==> src/rtl/pico_io_pkg.sv <==
// pico_io_pkg: shared constants for the PicoBlaze port-mapped FIFO slice.
//   OFS_*    : low port-ID offsets inside the 4-ID window
//   ST_*     : bit positions in the status byte
//   ENTRY_W  : FIFO entry width, {tag[1:0], data[7:0]}
package pico_io_pkg;

    localparam logic [1:0] OFS_STATUS = 2'd0;
    localparam logic [1:0] OFS_COUNT  = 2'd1;
    localparam logic [1:0] OFS_TAG    = 2'd2;
    localparam logic [1:0] OFS_DATA   = 2'd3;

    localparam int unsigned ST_EMPTY = 0;
    localparam int unsigned ST_FULL  = 1;
    localparam int unsigned ST_OVF   = 2;

    localparam int unsigned ENTRY_W = 10;

endpackage

==> src/rtl/pico_sync_fifo.sv <==
// pico_sync_fifo: single-clock show-ahead FIFO.
//   clk, rst_n        : clock, synchronous active-low reset
//   push, wr_data     : store wr_data (accepted when not full, or when popping)
//   pop               : advance head (ignored when empty)
//   rd_data           : head entry, combinational from storage at read pointer
//   full, empty, count: occupancy state as of the last edge
module pico_sync_fifo #(
    parameter int unsigned WIDTH = 10,
    parameter int unsigned DEPTH = 16,
    localparam int unsigned AW   = $clog2(DEPTH)
) (
    input  logic             clk,
    input  logic             rst_n,
    input  logic             push,
    input  logic             pop,
    input  logic [WIDTH-1:0] wr_data,
    output logic [WIDTH-1:0] rd_data,
    output logic             full,
    output logic             empty,
    output logic [AW:0]      count
);

    logic [AW:0]      wr_ptr_q, rd_ptr_q, count_q;
    logic [WIDTH-1:0] mem_q [DEPTH];
    logic             push_ok, pop_ok;

    // Pointers carry one extra wrap bit so full and empty are distinguishable.
    assign full  = (wr_ptr_q[AW] != rd_ptr_q[AW]) && (wr_ptr_q[AW-1:0] == rd_ptr_q[AW-1:0]);
    assign empty = (wr_ptr_q == rd_ptr_q);
    assign count = count_q;

    assign pop_ok  = pop && !empty;
    // A full FIFO can still take a write when the head leaves in the same cycle.
    assign push_ok = push && (!full || pop_ok);

    assign rd_data = mem_q[rd_ptr_q[AW-1:0]];

    always_ff @(posedge clk) begin
        if (push_ok) begin
            mem_q[wr_ptr_q[AW-1:0]] <= wr_data;
        end
    end

    always_ff @(posedge clk) begin
        if (!rst_n) begin
            wr_ptr_q <= '0;
            rd_ptr_q <= '0;
            count_q  <= '0;
        end else begin
            if (push_ok) wr_ptr_q <= wr_ptr_q + (AW+1)'(1);
            if (pop_ok)  rd_ptr_q <= rd_ptr_q + (AW+1)'(1);
            if (push_ok && !pop_ok) begin
                count_q <= count_q + (AW+1)'(1);
            end else if (pop_ok && !push_ok) begin
                count_q <= count_q - (AW+1)'(1);
            end
        end
    end

endmodule

==> src/rtl/pico_port_fifo.sv <==
// pico_port_fifo: port-mapped write FIFO with status/read mux for PicoBlaze.
//   clk, cpu_reset            : clock, synchronous active-low reset
//   write_strobe, read_strobe : PicoBlaze I/O strobes
//   port_id, out_port         : PicoBlaze port address and write data
//   ext_in                    : read data for IDs outside the window
//   in_port                   : registered read data back to PicoBlaze
//   interrupt, interrupt_ack  : drain-complete request and its acknowledge
//   m_valid, m_ready          : head handshake to the consumer
//   m_tag, m_data             : head entry {port_id[1:0], data}
module pico_port_fifo
    import pico_io_pkg::*;
#(
    parameter logic [7:0]  BASE_ID = 8'h10,
    parameter int unsigned DEPTH   = 16
) (
    input  logic       clk,
    input  logic       cpu_reset,
    input  logic       write_strobe,
    input  logic       read_strobe,
    input  logic [7:0] port_id,
    input  logic [7:0] out_port,
    input  logic [7:0] ext_in,
    output logic [7:0] in_port,
    output logic       interrupt,
    input  logic       interrupt_ack,
    output logic       m_valid,
    input  logic       m_ready,
    output logic [1:0] m_tag,
    output logic [7:0] m_data
);

    localparam int unsigned AW = $clog2(DEPTH);

    logic               hit, wr_hit, push, pop, full, empty;
    logic               ovf_set, ovf_clr, int_event;
    logic [AW:0]        count;
    logic [ENTRY_W-1:0] head;
    logic [7:0]         status, rd_mux;
    logic               ovf_q, ovf_d, irq_q, irq_d;
    logic [7:0]         in_port_q;

    assign hit     = (port_id[7:2] == BASE_ID[7:2]);
    assign wr_hit  = write_strobe && hit;
    assign m_valid = !empty;
    assign pop     = m_valid && m_ready;
    assign push    = wr_hit && (!full || pop);
    assign ovf_set = wr_hit && full && !pop;
    assign ovf_clr = read_strobe && (port_id == BASE_ID);
    // Last entry leaves and nothing replaces it.
    assign int_event = pop && (count == (AW+1)'(1)) && !push;

    pico_sync_fifo #(
        .WIDTH (ENTRY_W),
        .DEPTH (DEPTH)
    ) u_fifo (
        .clk     (clk),
        .rst_n   (cpu_reset),
        .push    (push),
        .pop     (pop),
        .wr_data ({port_id[1:0], out_port}),
        .rd_data (head),
        .full    (full),
        .empty   (empty),
        .count   (count)
    );

    assign m_tag  = head[9:8];
    assign m_data = head[7:0];

    always_comb begin
        status           = '0;
        status[ST_EMPTY] = empty;
        status[ST_FULL]  = full;
        status[ST_OVF]   = ovf_q;
    end

    always_comb begin
        rd_mux = ext_in;
        if (hit) begin
            unique case (port_id[1:0])
                OFS_STATUS: rd_mux = status;
                OFS_COUNT:  rd_mux = 8'(count);
                OFS_TAG:    rd_mux = {6'b0, head[9:8]};
                OFS_DATA:   rd_mux = head[7:0];
                default:    rd_mux = ext_in;
            endcase
        end
    end

    // Set wins over clear for both sticky flags.
    always_comb begin
        ovf_d = ovf_q;
        if (ovf_set) begin
            ovf_d = 1'b1;
        end else if (ovf_clr) begin
            ovf_d = 1'b0;
        end
        irq_d = irq_q;
        if (int_event) begin
            irq_d = 1'b1;
        end else if (interrupt_ack) begin
            irq_d = 1'b0;
        end
    end

    always_ff @(posedge clk) begin
        if (!cpu_reset) begin
            ovf_q     <= 1'b0;
            irq_q     <= 1'b0;
            in_port_q <= 8'h00;
        end else begin
            ovf_q     <= ovf_d;
            irq_q     <= irq_d;
            in_port_q <= rd_mux;
        end
    end

    assign in_port   = in_port_q;
    assign interrupt = irq_q;

endmodule

==> config.mk <==
export PLATFORM = sky130hd
export DESIGN_NAME = pico_port_fifo
export DESIGN_NICKNAME = d
export VERILOG_FILES = /design/src/rtl/pico_io_pkg.sv /design/src/rtl/pico_sync_fifo.sv /design/src/rtl/pico_port_fifo.sv
export SDC_FILE = /design/constraint.sdc
export NUM_CORES = 1
export LEC_CHECK = 0
export ABC_AREA = 0
export BUFFER_PORTS_ARGS = -buffer_cell sky130_fd_sc_hd__buf_2
export CAP_MARGIN = 5
export CORE_AREA = 4 4 125 127
export DETAILED_ROUTE_END_ITERATION = 8
export DIE_AREA = 0 0 129 131
export PLACE_DENSITY = 0.74
export REMOVE_ABC_BUFFERS = 1
export SYNTH_ARGS = -nofsm -noshare
export SYNTH_HDL_FRONTEND = slang
export SYNTH_SLANG_ARGS = --single-unit
==> constraint.sdc <==
create_clock -name clk -period 3.07 [get_ports clk]
set_clock_uncertainty 0.2 [all_clocks]
set_input_delay 0.614 -clock clk [delete_from_list [all_inputs] [get_ports clk]]
set_output_delay 0.614 -clock clk [all_outputs]
set_load 0.05 [all_outputs]
Word level (Yosys, flattened, before mapping)
Memories as Yosys holds them, arrays and structs flattened. A register that Yosys moved wholly into a read port is not among the register bits.
Cells that the tools add are included.
Storage, ports and cells
  memories: 1
  register bits: 25
  output and inout bits: 20
  RAM bits: 160
Memory list
  u_fifo.mem_q: words 16, bits a word 10, rd ports 1, clocked after memory_dff 1, write ports 1, RTL line pico_sync_fifo.sv:24  | logic [WIDTH-1:0] mem_q [DEPTH];
Operators by class
  reductions and logical operators: 25
  add/subtract/negate cells: 4
  mux-type cells: 12
  equal/unequal tests: 9
Operator list (count)
  $pmux W8 S4: 1
  $add A5 B1 Y5 const B: 3
  $logic_and A1 B1 Y1: 13
  $mux W5: 2
  $eq A8 B5 Y1 const B: 1
  $mux W4: 2
  $mux W8: 1
  $eq A6 B3 Y1 const B: 1
  $logic_not A1 Y1: 6
  $mux W1: 6
  $reduce_bool A2 Y1: 3
  $eq A5 B1 Y1 const B: 1
  $eq A5 B5 Y1: 1
  $sub A5 B1 Y5 const B: 1
  $eq A2 B2 Y1 const B: 2
  $eq A4 B4 Y1: 1
  $eq A2 B1 Y1 const B: 1
  $logic_not A2 Y1: 1
  $logic_or A1 B1 Y1: 2
  $ne A1 B1 Y1: 1

Logic depth before layout (Yosys ltp)
  depth in word-level cells: 10
  mapped depth: 11
  gate-level depth less buffers: 9

Hierarchy
From an unflattened synthesis, not the netlist that was laid out.
Unflattened totals
  cells, all modules: 414
  area total of the unflattened synthesis: 7770.0 um^2
By module, submodules not included
  pico_sync_fifo: seq. area each 5185.0 um^2, times used 1, cells an instance 346, area an instance 7158.1 um^2
  pico_port_fifo: seq. area each 200.2 um^2, times used 1, cells an instance 68, area an instance 611.8 um^2

Least setup slack after synthesis
Ideal clock, no wire load.
  path kind: input-to-reg
  start point: input port port_id[3]
  end point: memory u_fifo.mem_q[0][0] (enable)
  arrival: 2.507 ns
  library setup time: 0.390 ns
  path slack: -0.027 ns
  stages: 7
  path buffers: 1
  cells stage by stage: nor4b_1 -> and3_1 -> o31ai_2 -> inv_2 -> clkbuf_1 -> nand2_1 -> nor3_1
Between the ends
  word-level cells in the longest chain between the ends: 6
Ends and longest elaborated chain
  from (decl): RTL line pico_port_fifo.sv:20  | input logic [7:0] port_id,
  $eq A6 B3 Y1: RTL line pico_port_fifo.sv:42  | assign hit = (port_id[7:2] == BASE_ID[7:2]);
  $logic_and A1 B1 Y1: RTL line pico_port_fifo.sv:43  | assign wr_hit = write_strobe && hit;
  $logic_and A1 B1 Y1: RTL line pico_port_fifo.sv:46  | assign push = wr_hit && (!full || pop);
  $logic_and A1 B1 Y1: RTL line pico_sync_fifo.sv:34  | assign push_ok = push && (!full || pop_ok);
  via u_fifo.push_ok: RTL line pico_sync_fifo.sv:25  | logic push_ok, pop_ok;
  $mux W1: RTL line pico_sync_fifo.sv:39  | if (push_ok) begin
  $mux W1 (implied by the code): RTL line pico_sync_fifo.sv:40  | mem_q[wr_ptr_q[AW-1:0]] <= wr_data;
  to (decl): RTL line pico_sync_fifo.sv:24
The timed path passes the listed nets, and every way through them passes these cells.

==> results.json <==
{
  "status": "finished with violations",
  "violations": "setup timing",
  "hold_depth": 3,
  "placed_cells": 671,
  "gp_congestion": 0.837,
  "cts_root_buffer": "clkbuf_16",
  "hpwl_mm": 11.1,
  "critPathMaxFanout": 13,
  "grt_setup_unrepaired": "yes",
  "grt_max_degree": 37,
  "async_reset_ff_share_pct": 0,
  "rr_worst_depth": 9,
  "cts.clk_slew.worst_paths_ns": 0.07,
  "cts_made_buffers": 17,
  "rows": 44,
  "first_global_vias": 4318,
  "start_kind": "flip-flop",
  "setup_ws_ns": -0.0499,
  "powerDensity_nw_per_um2": 559,
  "crit_path_end_kind": "output pin",
  "vias_per_cell": 6.04,
  "netlist_area_um2": 7700,
  "yosysUniqueCellTypes": 47,
  "route.vias.total": 4296,
  "drc": 0,
  "r2r_start": "u_fifo.wr_ptr_q[0]",
  "crit_path_frequent_cell": "mux4_2",
  "max_freq_mhz": 321,
  "antenna_found_initial": 2,
  "max-vdd-ir-drop_mv": 0.421,
  "tritoncts": "done",
  "wire_per_inst_um": 23.9,
  "die_h_um": 131,
  "min_path_type": "in -> reg",
  "fin_nets": 553,
  "cp.arrival_ns": 2.31,
  "cts_num_sinks": 189,
  "die_w_um": 129,
  "ant_nets": 0,
  "synth.avg_cell_area_um2": 18.0,
  "yosysWarningCount": 0,
  "min_from": "ext_in[1]",
  "power.leakage_nw": 3.11,
  "antenna_cells": 0,
  "drive_gt1_share_pct": 33.8,
  "area_delta_synth_final_pct": 18.6,
  "ios": 50,
  "cts_buffer_depth": 2,
  "drt-initial-drc-count": 492,
  "min_to": "in_port[1]",
  "synthCells": 429,
  "cp_cell_sequence": "buf_12 > mux4_2 > mux4_2 > buf_6",
  "overflow": 0,
  "critPathRequiredTime_ns": 2.26,
  "worstMarginPinSlew_ns": 0.618,
  "final_area_um2": 9140,
  "port_buffers": 49,
  "max_stage_delay_ns": 0.56,
  "fin_hold_ws_ns": 0.221,
  "min_period_ns": 3.12,
  "firstDrtPassIters": 5,
  "hold_viol": 0,
  "place_ws_ns": 0.134,
  "start_util_pct": 53.4,
  "track_usage_pct": 21.5,
  "finalCritPeriodShare_pct": 102,
  "postCtsHoldBufs": 0,
  "ys_seq_area_share_pct": 69.9,
  "finalPower_mw": 5.11,
  "place_area_um2": 8340,
  "core_area_um2": 14400,
  "finalWirelength_mm": 17.0,
  "dieArea_um2": 16900,
  "cp_slowest_cell": "mux4_2",
  "synth.ff_latch_count": 189,
  "clk_latency_ns": 0.42,
  "grt_pass1_wl_mm": 26.0,
  "synth-edff-count": 160,
  "relSlewSlack_pct": 58.7,
  "setup_viol": 7,
  "htreeDepth": 4,
  "timing.rr.end": "u_fifo.count[3]",
  "rrSetupSlack_ns": 0.41,
  "slew_viol_final": 0,
  "maxCapViolations": 0,
  "crit_type": "reg -> out",
  "synth-main-ff-cell": "edfxtp_1",
  "final-instance-count-excl-fill": 711
}
-- registers in the layout, indices dropped and copies added (netlist names), named ones only --
name and count:
u_fifo.mem_q 160, in_port 8, u_fifo.count 5, u_fifo.rd_ptr_q 5
u_fifo.wr_ptr_q 5, interrupt 1, ovf_q 1
-- layer usage --
layer  vias up  track usage [%]  wire length, um
met5         -                0               27
met4         4             7.16              359
met3        33             6.38             1530
met2       203             33.8             8200
met1      2171             29.2             6880
li1       1885                -                -
-- kinds of logic after synthesis --
| group | synth area share, % |
|---|---|
| flops | 69.9 |
| xor+xnor | 1.82 |
| simple gates | 5.57 |
| compound gates | 3.57 |
| fa+ha+maj | 1.46 |
| buf+inv | 2.03 |
| mux | 15.6 |
-- Yosys cell counts, types with 4 or more instances --
| cell type | count | share of area (%) |
|---|---|---|
| nand3_1 | 5 | 0.32 |
| ha_1 | 9 | 1.5 |
| buf_2 | 4 | 0.26 |
| mux4_2 | 45 | 13 |
| dfxtp_1 | 29 | 7.5 |
| clkbuf_1 | 11 | 0.54 |
| nand2_1 | 10 | 0.49 |
| nor2_1 | 25 | 1.2 |
| a21oi_1 | 11 | 0.71 |
| xnor2_1 | 8 | 0.91 |
| xor2_1 | 8 | 0.91 |
| and3_1 | 12 | 0.97 |
| edfxtp_1 | 160 | 62 |
| inv_1 | 6 | 0.29 |
| nor3_1 | 7 | 0.45 |
| or3_1 | 5 | 0.41 |
| mux2i_1 | 19 | 2.5 |
| o21ai_0 | 7 | 0.45 |
| nor2b_1 | 4 | 0.32 |
-- cells in the final DEF (no fill, tap or decap), types with 3 or more instances in the layout --
master      instances
buf_4              33
nand3_1             5
inv_1               6
or3_1               5
dfxtp_1            28
a32o_1              3
xnor2_1             8
clkbuf_16          17
nor2b_1             4
ha_1                9
mux2i_2             4
nor3_1              3
nand2_1            10
a21oi_1            11
inv_6               3
o21ai_0             7
buf_2              39
xor2_1              8
nand3b_1            3
nand4_1             3
clkinvlp_4          3
mux4_2             45
mux2i_1            14
edfxtp_1          160
and3_1             12
nor3_2              4
buf_6              10
nor2_1             25
buf_12              5
and2_1              3
-- worst max-delay path by stage --
stage / start / end / slack (ns) / depth (start not counted)
detailed placement: port_id[3] / u_fifo.count[2] / 0.13 / 9
global route: flip-flop / m_data[3] / -0.13 / 4
CTS: flip-flop / m_data[1] / -0.08 / 5
global placement: port_id[3] / u_fifo.count[2] / 0.29 / 8
finish: flip-flop / m_data[3] / -0.05 / 4
floorplan: flip-flop / m_data[1] / -1.04 / 3
-- final cells by class --
type                            count  area (um2)
Clock buffer                       18         429
Clock inverter                     14         161
Fill cell                         984        5290
Inverter                            7        26.3
Multi-Input combinational cell    211        2220
Sequential cell                   189        5390
Tap cell                          184         230
Timing Repair Buffer               88         683
-- where the power goes --
part	internal, mW	total [mW]	switching, mW
registers	2.78	2.79	0.00393
logic	0.0466	0.145	0.0981
clock network	1.22	2.17	0.958
total	4.05	5.11	1.06
-- critical path: cells and delay by family, from the launching register on --
family                 cells  cell delay [ns]
buffers and inverters      2             0.36
flip-flops                 1             0.42
multiplexers               2             1.10
-- per-stage QoR --
stage,TNS [ns],utilization (%)
6_report,-0.220,63.4
5_1_grt,-0.815,63.4
4_1_cts,-0.454,62.6
3_5_place_dp,0,57.8
3_3_place_gp,0,57.8
2_1_floorplan,-14.79,-
-- repair_timing --
item / 4_1_cts / 5_1_grt
setup endpoints to repair: 8 / 10
cloned: 1 / 0
hold endpoints to repair: 0 / 0
pin swaps: 0 / 2
gates resized for setup: 15 / 23
buffers inserted: 3 / 4
No activity file was read; power rests on OpenSTA's default activity.
